File: src/rtl/clic_reg_pkg.sv
// Shared CLIC register constants: source count and trigger-attribute encodings.
// Imported by the interrupt gateway and its per-source channel.
package clic_reg_pkg;

    localparam int NumSrc = 32;

    // attr_trig[0] selects level/edge, attr_trig[1] selects polarity
    localparam logic TRIG_LEVEL = 1'b0;
    localparam logic TRIG_EDGE  = 1'b1;
    localparam logic TRIG_POS   = 1'b0;
    localparam logic TRIG_NEG   = 1'b1;

    function automatic logic claim_hit(input logic valid, input int id, input int idx);
        return valid && (id == idx);
    endfunction

endpackage

File: src/rtl/clic_gw_channel.sv
// Single-source gateway slice: synchroniser, edge history, pending flop and output select.
// Polarity inversion is applied before the synchroniser so it travels with the data.
module clic_gw_channel
    import clic_reg_pkg::*;
#(
    parameter int SYNC_STAGES = 2
) (
    input  logic clk_i,
    input  logic rst_ni,
    input  logic i_src,
    input  logic i_pol,
    input  logic i_le,
    input  logic i_sw_set,
    input  logic i_sw_clr,
    input  logic i_claim,
    output logic o_ip
);

    logic w_raw;
    logic w_s;
    logic w_rise;
    logic w_set;
    logic w_clr;
    logic w_edge_mode;
    logic r_hist;
    logic r_pend;

    assign w_raw = i_src ^ (i_pol == TRIG_NEG);

    if (SYNC_STAGES == 0) begin : g_nosync
        assign w_s = w_raw;
    end else begin : g_sync
        logic [SYNC_STAGES-1:0] r_sync;

        always_ff @(posedge clk_i) begin
            if (!rst_ni) begin
                r_sync <= '0;
            end else begin
                r_sync[0] <= w_raw;
                for (int k = 1; k < SYNC_STAGES; k++) begin
                    r_sync[k] <= r_sync[k-1];
                end
            end
        end

        assign w_s = r_sync[SYNC_STAGES-1];
    end

    assign w_edge_mode = (i_le == TRIG_EDGE);
    assign w_rise      = w_s & ~r_hist;
    assign w_set       = w_rise | i_sw_set;
    assign w_clr       = i_sw_clr | i_claim;

    // History tracks s in every mode so switching to edge never fabricates an edge;
    // set has priority so an edge landing on its own claim is kept.
    always_ff @(posedge clk_i) begin
        if (!rst_ni) begin
            r_hist <= 1'b0;
            r_pend <= 1'b0;
        end else begin
            r_hist <= w_s;
            if (!w_edge_mode) begin
                r_pend <= 1'b0;
            end else if (w_set) begin
                r_pend <= 1'b1;
            end else if (w_clr) begin
                r_pend <= 1'b0;
            end
        end
    end

    assign o_ip = rst_ni & (w_edge_mode ? r_pend : w_s);

endmodule

File: src/rtl/clic_gateway.sv
// Per-source interrupt gateway feeding the CLIC register adapter's ip_i.
// Define CLIC_GW_POLARITY_EN to add the pol_i port for active-low / falling-edge sources.
module clic_gateway
    import clic_reg_pkg::*;
#(
    parameter int N_SOURCE    = 32,
    parameter int SYNC_STAGES = 2,
    parameter int SRC_W       = $clog2(N_SOURCE)
) (
    input  logic                clk_i,
    input  logic                rst_ni,
    input  logic [N_SOURCE-1:0] intr_src_i,
`ifdef CLIC_GW_POLARITY_EN
    input  logic [N_SOURCE-1:0] pol_i,
`endif
    input  logic [N_SOURCE-1:0] le_i,
    input  logic [N_SOURCE-1:0] sw_set_i,
    input  logic [N_SOURCE-1:0] sw_clr_i,
    input  logic                claim_valid_i,
    input  logic [SRC_W-1:0]    claim_id_i,
    output logic                claim_ready_o,
    output logic [N_SOURCE-1:0] ip_o
);

    if (N_SOURCE != NumSrc) begin : g_bad_nsrc
        $fatal(1, "clic_gateway: N_SOURCE must equal clic_reg_pkg::NumSrc");
    end

    logic [N_SOURCE-1:0] w_pol;
    logic [N_SOURCE-1:0] w_claim_hit;
    logic                r_claim_ready;

`ifdef CLIC_GW_POLARITY_EN
    assign w_pol = pol_i;
`else
    assign w_pol = '0;
`endif

    // Out-of-range IDs simply match no channel; the claim is still acknowledged.
    for (genvar i = 0; i < N_SOURCE; i++) begin : g_ch
        assign w_claim_hit[i] = claim_hit(claim_valid_i, int'(claim_id_i), i);

        clic_gw_channel #(
            .SYNC_STAGES (SYNC_STAGES)
        ) u_channel (
            .clk_i    (clk_i),
            .rst_ni   (rst_ni),
            .i_src    (intr_src_i[i]),
            .i_pol    (w_pol[i]),
            .i_le     (le_i[i]),
            .i_sw_set (sw_set_i[i]),
            .i_sw_clr (sw_clr_i[i]),
            .i_claim  (w_claim_hit[i]),
            .o_ip     (ip_o[i])
        );
    end

    always_ff @(posedge clk_i) begin
        if (!rst_ni) begin
            r_claim_ready <= 1'b0;
        end else begin
            r_claim_ready <= claim_valid_i;
        end
    end

    assign claim_ready_o = r_claim_ready;

endmodule

File: config.mk
export PLATFORM = sky130hd
export DESIGN_NAME = clic_gateway
export DESIGN_NICKNAME = d
export VERILOG_FILES = /design/src/rtl/clic_reg_pkg.sv /design/src/rtl/clic_gw_channel.sv /design/src/rtl/clic_gateway.sv
export SDC_FILE = /design/constraint.sdc
export NUM_CORES = 1
export LEC_CHECK = 0
export ABC_AREA = 1
export CAP_MARGIN = 20
export CORE_ASPECT_RATIO = 0.7
export CORE_MARGIN = 2
export CORE_UTILIZATION = 30
export CTS_CLUSTER_DIAMETER = 80
export DETAILED_ROUTE_END_ITERATION = 7
export PLACE_DENSITY_LB_ADDON = 0.05
export SLEW_MARGIN = 25
export SYNTH_ARGS = -nofsm -noshare
export SYNTH_HDL_FRONTEND = slang
export SYNTH_SLANG_ARGS = --single-unit
File: constraint.sdc
create_clock -name clk_i -period 1.05 [get_ports clk_i]
set_input_delay 0.105 -clock clk_i [delete_from_list [all_inputs] [get_ports clk_i]]
set_output_delay 0.105 -clock clk_i [all_outputs]
set_load 0.01 [all_outputs]
==> flow_metrics.env, run 1 <==
export IMPL_irDropWorstVdd_mv=0.906
export IMPL_place_ws_ns=-0.536
export IMPL_drc=0
export IMPL_finClkSkew_ns=0.00720
export IMPL_hold_path_class="in -> reg"
export IMPL_grt_pass1_wl_um=22400
export IMPL_p_per_area_nw_per_um2=1620
export IMPL_clk_path_buf_depth=2
export IMPL_violations="setup timing"
export IMPL_layout_commonest_cell="nand2_1"
export IMPL_start_util_pct=30.6
export IMPL_worst_pin_slew_ns=0.227
export IMPL_routed_wl_um=14100
export IMPL_clock_latency_ns=0.41
export IMPL_syn_to_final_growth_pct=58.1
export IMPL_fp_dieW_um=162
export IMPL_period_needed_ns=1.27
export IMPL_diodes=0
export IMPL_rsz0062_at_grt="true"
export IMPL_io_pins=169
export IMPL_finalCritPeriodShare_pct=121
export IMPL_synth_fp_nets=846
export IMPL_htreeDepth=4
export IMPL_clk_pin_slew_worst_paths_ns=0.06
export IMPL_maxCapViolCount=0
export IMPL_setup_slack_ns=-0.224
export IMPL_yosysSeqAreaShare_pct=49.2
export IMPL_crit_type="reg -> out"
export IMPL_die_y_um=115
export IMPL_final_cell_mix="140 x nand2_1, 132 x clkdlybuf4s50_1, 106 x inv_2"
export IMPL_netlist_instances=710
export IMPL_outcome="complete, but fails checks"
export IMPL_critPathArrivalTime_ns=1.17
export IMPL_fillers=1723
export IMPL_area_sequential_um2=2630
export IMPL_leakage_nw=4.31
export IMPL_ant_nets=0
export IMPL_cts_buffers=17
export IMPL_nets=1084
export IMPL_dp_cells=1139
export IMPL_grt_max_degree=36
export IMPL_multi_input_area_um2=1610
export IMPL_stdcell_count=1192
export IMPL_final_core_util_pct=48.4
export IMPL_start_kind="register"
export IMPL_ys_warn_count=0
export IMPL_crit_required_ns=0.94
export IMPL_setup_viol=32
export IMPL_vias_per_cell=4.00
export IMPL_grt_pass1_vias=4720
export IMPL_ys_ff_latch=129
export IMPL_crit_path_max_fanout=2
export IMPL_num_rows=40
export IMPL_cts_tree="yes"
export IMPL_antenna_found_initial=1
export IMPL_place_gp_congestion=0.742
export IMPL_cp_end_kind="primary output"
export IMPL_die_area_um2=18600
export IMPL_overflow=0
export IMPL_routedWlPerCell_um=11.9
export IMPL_cts_sinks=129
export IMPL_fmax_mhz=785
export IMPL_maxSlewHeadroom_pct=84.9
export IMPL_core_um2=17200
export IMPL_grt_usage_pct=15.7
export IMPL_dp_final_hpwl_um=10500
export IMPL_synth_distinct_cells=14
export IMPL_root_buffer="clkbuf_16"
export IMPL_finalHoldViolations=0
export IMPL_maxSlewViolCount=0
export IMPL_syn_avg_cell_area_um2=7.40
export IMPL_p_total_mw=13.5
export IMPL_first_pass_iters=4
export IMPL_synth_area_um2=5250
export IMPL_layout_drive_gt1_share_pct=35.3
export IMPL_io_buffer_count=168
export IMPL_vias=4769
export IMPL_drt_iter0_drc=214
## report_power, final
| part | total, mW | switching [mW] | internal, mW |
|---|---|---|---|
| clock | 6.66 | 2.20 | 4.47 |
| sequential | 5.20 | 0.0802 | 5.12 |
| combinational | 1.59 | 0.649 | 0.943 |
| total | 13.5 | 2.93 | 10.5 |
## cell type report
cell class | instances | share of cell area [%]
multi-input combinational | 332 | 19.4
timing repair buffer | 267 | 28.4
clock buffer | 19 | 5.21
tap | 231 | 3.48
inverter | 201 | 9.09
sequential | 129 | 31.7
clock inverter | 13 | 2.80
## flip-flops by register name, summed over array words and instances (netlist names)
register,count
g_ch.u_channel.r_hist,32
claim_ready_o,1
g_ch.u_channel.r_pend,32
g_ch.u_channel.g_sync.r_sync,64
## Yosys cell counts, drive strengths merged
cell     n  area [um2]
inv    201         754
buf     48         370
a22o    32         280
nand3   30         150
nor2    40         170
nand2  166         623
dfxtp  129        2580
a21oi   64         320
## kinds of logic (layout without fill, tap and decap cells)
kind of cell	Yosys count	in the layout	share of synthesized area, %
AOI/OAI and AO/OA	96	96	11.4
buffers and inverters	249	500	21.4
DFF	129	129	49.2
and+or+nand+nor	236	236	18.0
## through the flow
| step | cell area, um2 | hold WS [ns] | setup TNS [ns] |
|---|---|---|---|
| 3_5_place_dp | 7500 | 0.405 | -24.90 |
| 4_1_cts | 8250 | 0.150 | -7.06 |
| 3_3_place_gp | 7500 | 0.401 | -23.98 |
| 5_1_grt | 8300 | 0.162 | -8.40 |
| 2_1_floorplan | 5250 | 0.198 | 0 |
| 6_report | 8300 | 0.168 | -6.20 |
## per-layer routing
layer / up-vias / track usage [%] / part of all wire (%)
met1: 2103 / 20.5 / 49
met5: - / 0 / 0
met2: 114 / 24.3 / 44
li1: 2542 / - / -
met4: 0 / 5.13 / 0.80
met3: 10 / 5.51 / 6.5
## critical path: stages (launching register included)
cell	delay, ns
dfxtp_2	0.33
nand2_2	0.06
a22o_1	0.18
inv_1	0.06
buf_2	0.12
## what timing repair did
action	4_1_cts	5_1_grt
hold endpoints to repair	0	0
resized for setup	195	12
pin swaps	28	1
setup endpoints to repair	33	34
hold buffers	0	0
setup buffers	18	3
## path summary, 6_finish.rpt
path	startpoint	end	slack (ns)	depth (start not counted)
max	g_ch[29].u_channel.g_sync.r_sync[1]$_SDFF_PN0_	ip_o[29]	-0.22	4
min	rst_ni	g_ch[24].u_channel.g_sync.r_sync[1]$_SDFF_PN0_	0.17	4
min reg2reg	g_ch[11].u_channel.g_sync.r_sync[0]$_SDFF_PN0_	g_ch[11].u_channel.g_sync.r_sync[1]$_SDFF_PN0_	0.41	2
max reg2reg	g_ch[2].u_channel.r_pend$_SDFFE_PN0P_	g_ch[2].u_channel.r_pend$_SDFFE_PN0P_	0.24	5
(Power assumes the default switching activity.)
==> inputs of run 2 (changes only) <==
Settings changed: CAP_MARGIN 20 to 10.
==> results of run 2 <==
Final layout, timing and power as in run 1 (identical DEF).
==> inputs of run 3 (changes only) <==
Settings changed: CAP_MARGIN 10 to 20.
==> results of run 3 <==
Final layout, timing and power as in run 1 (identical DEF).
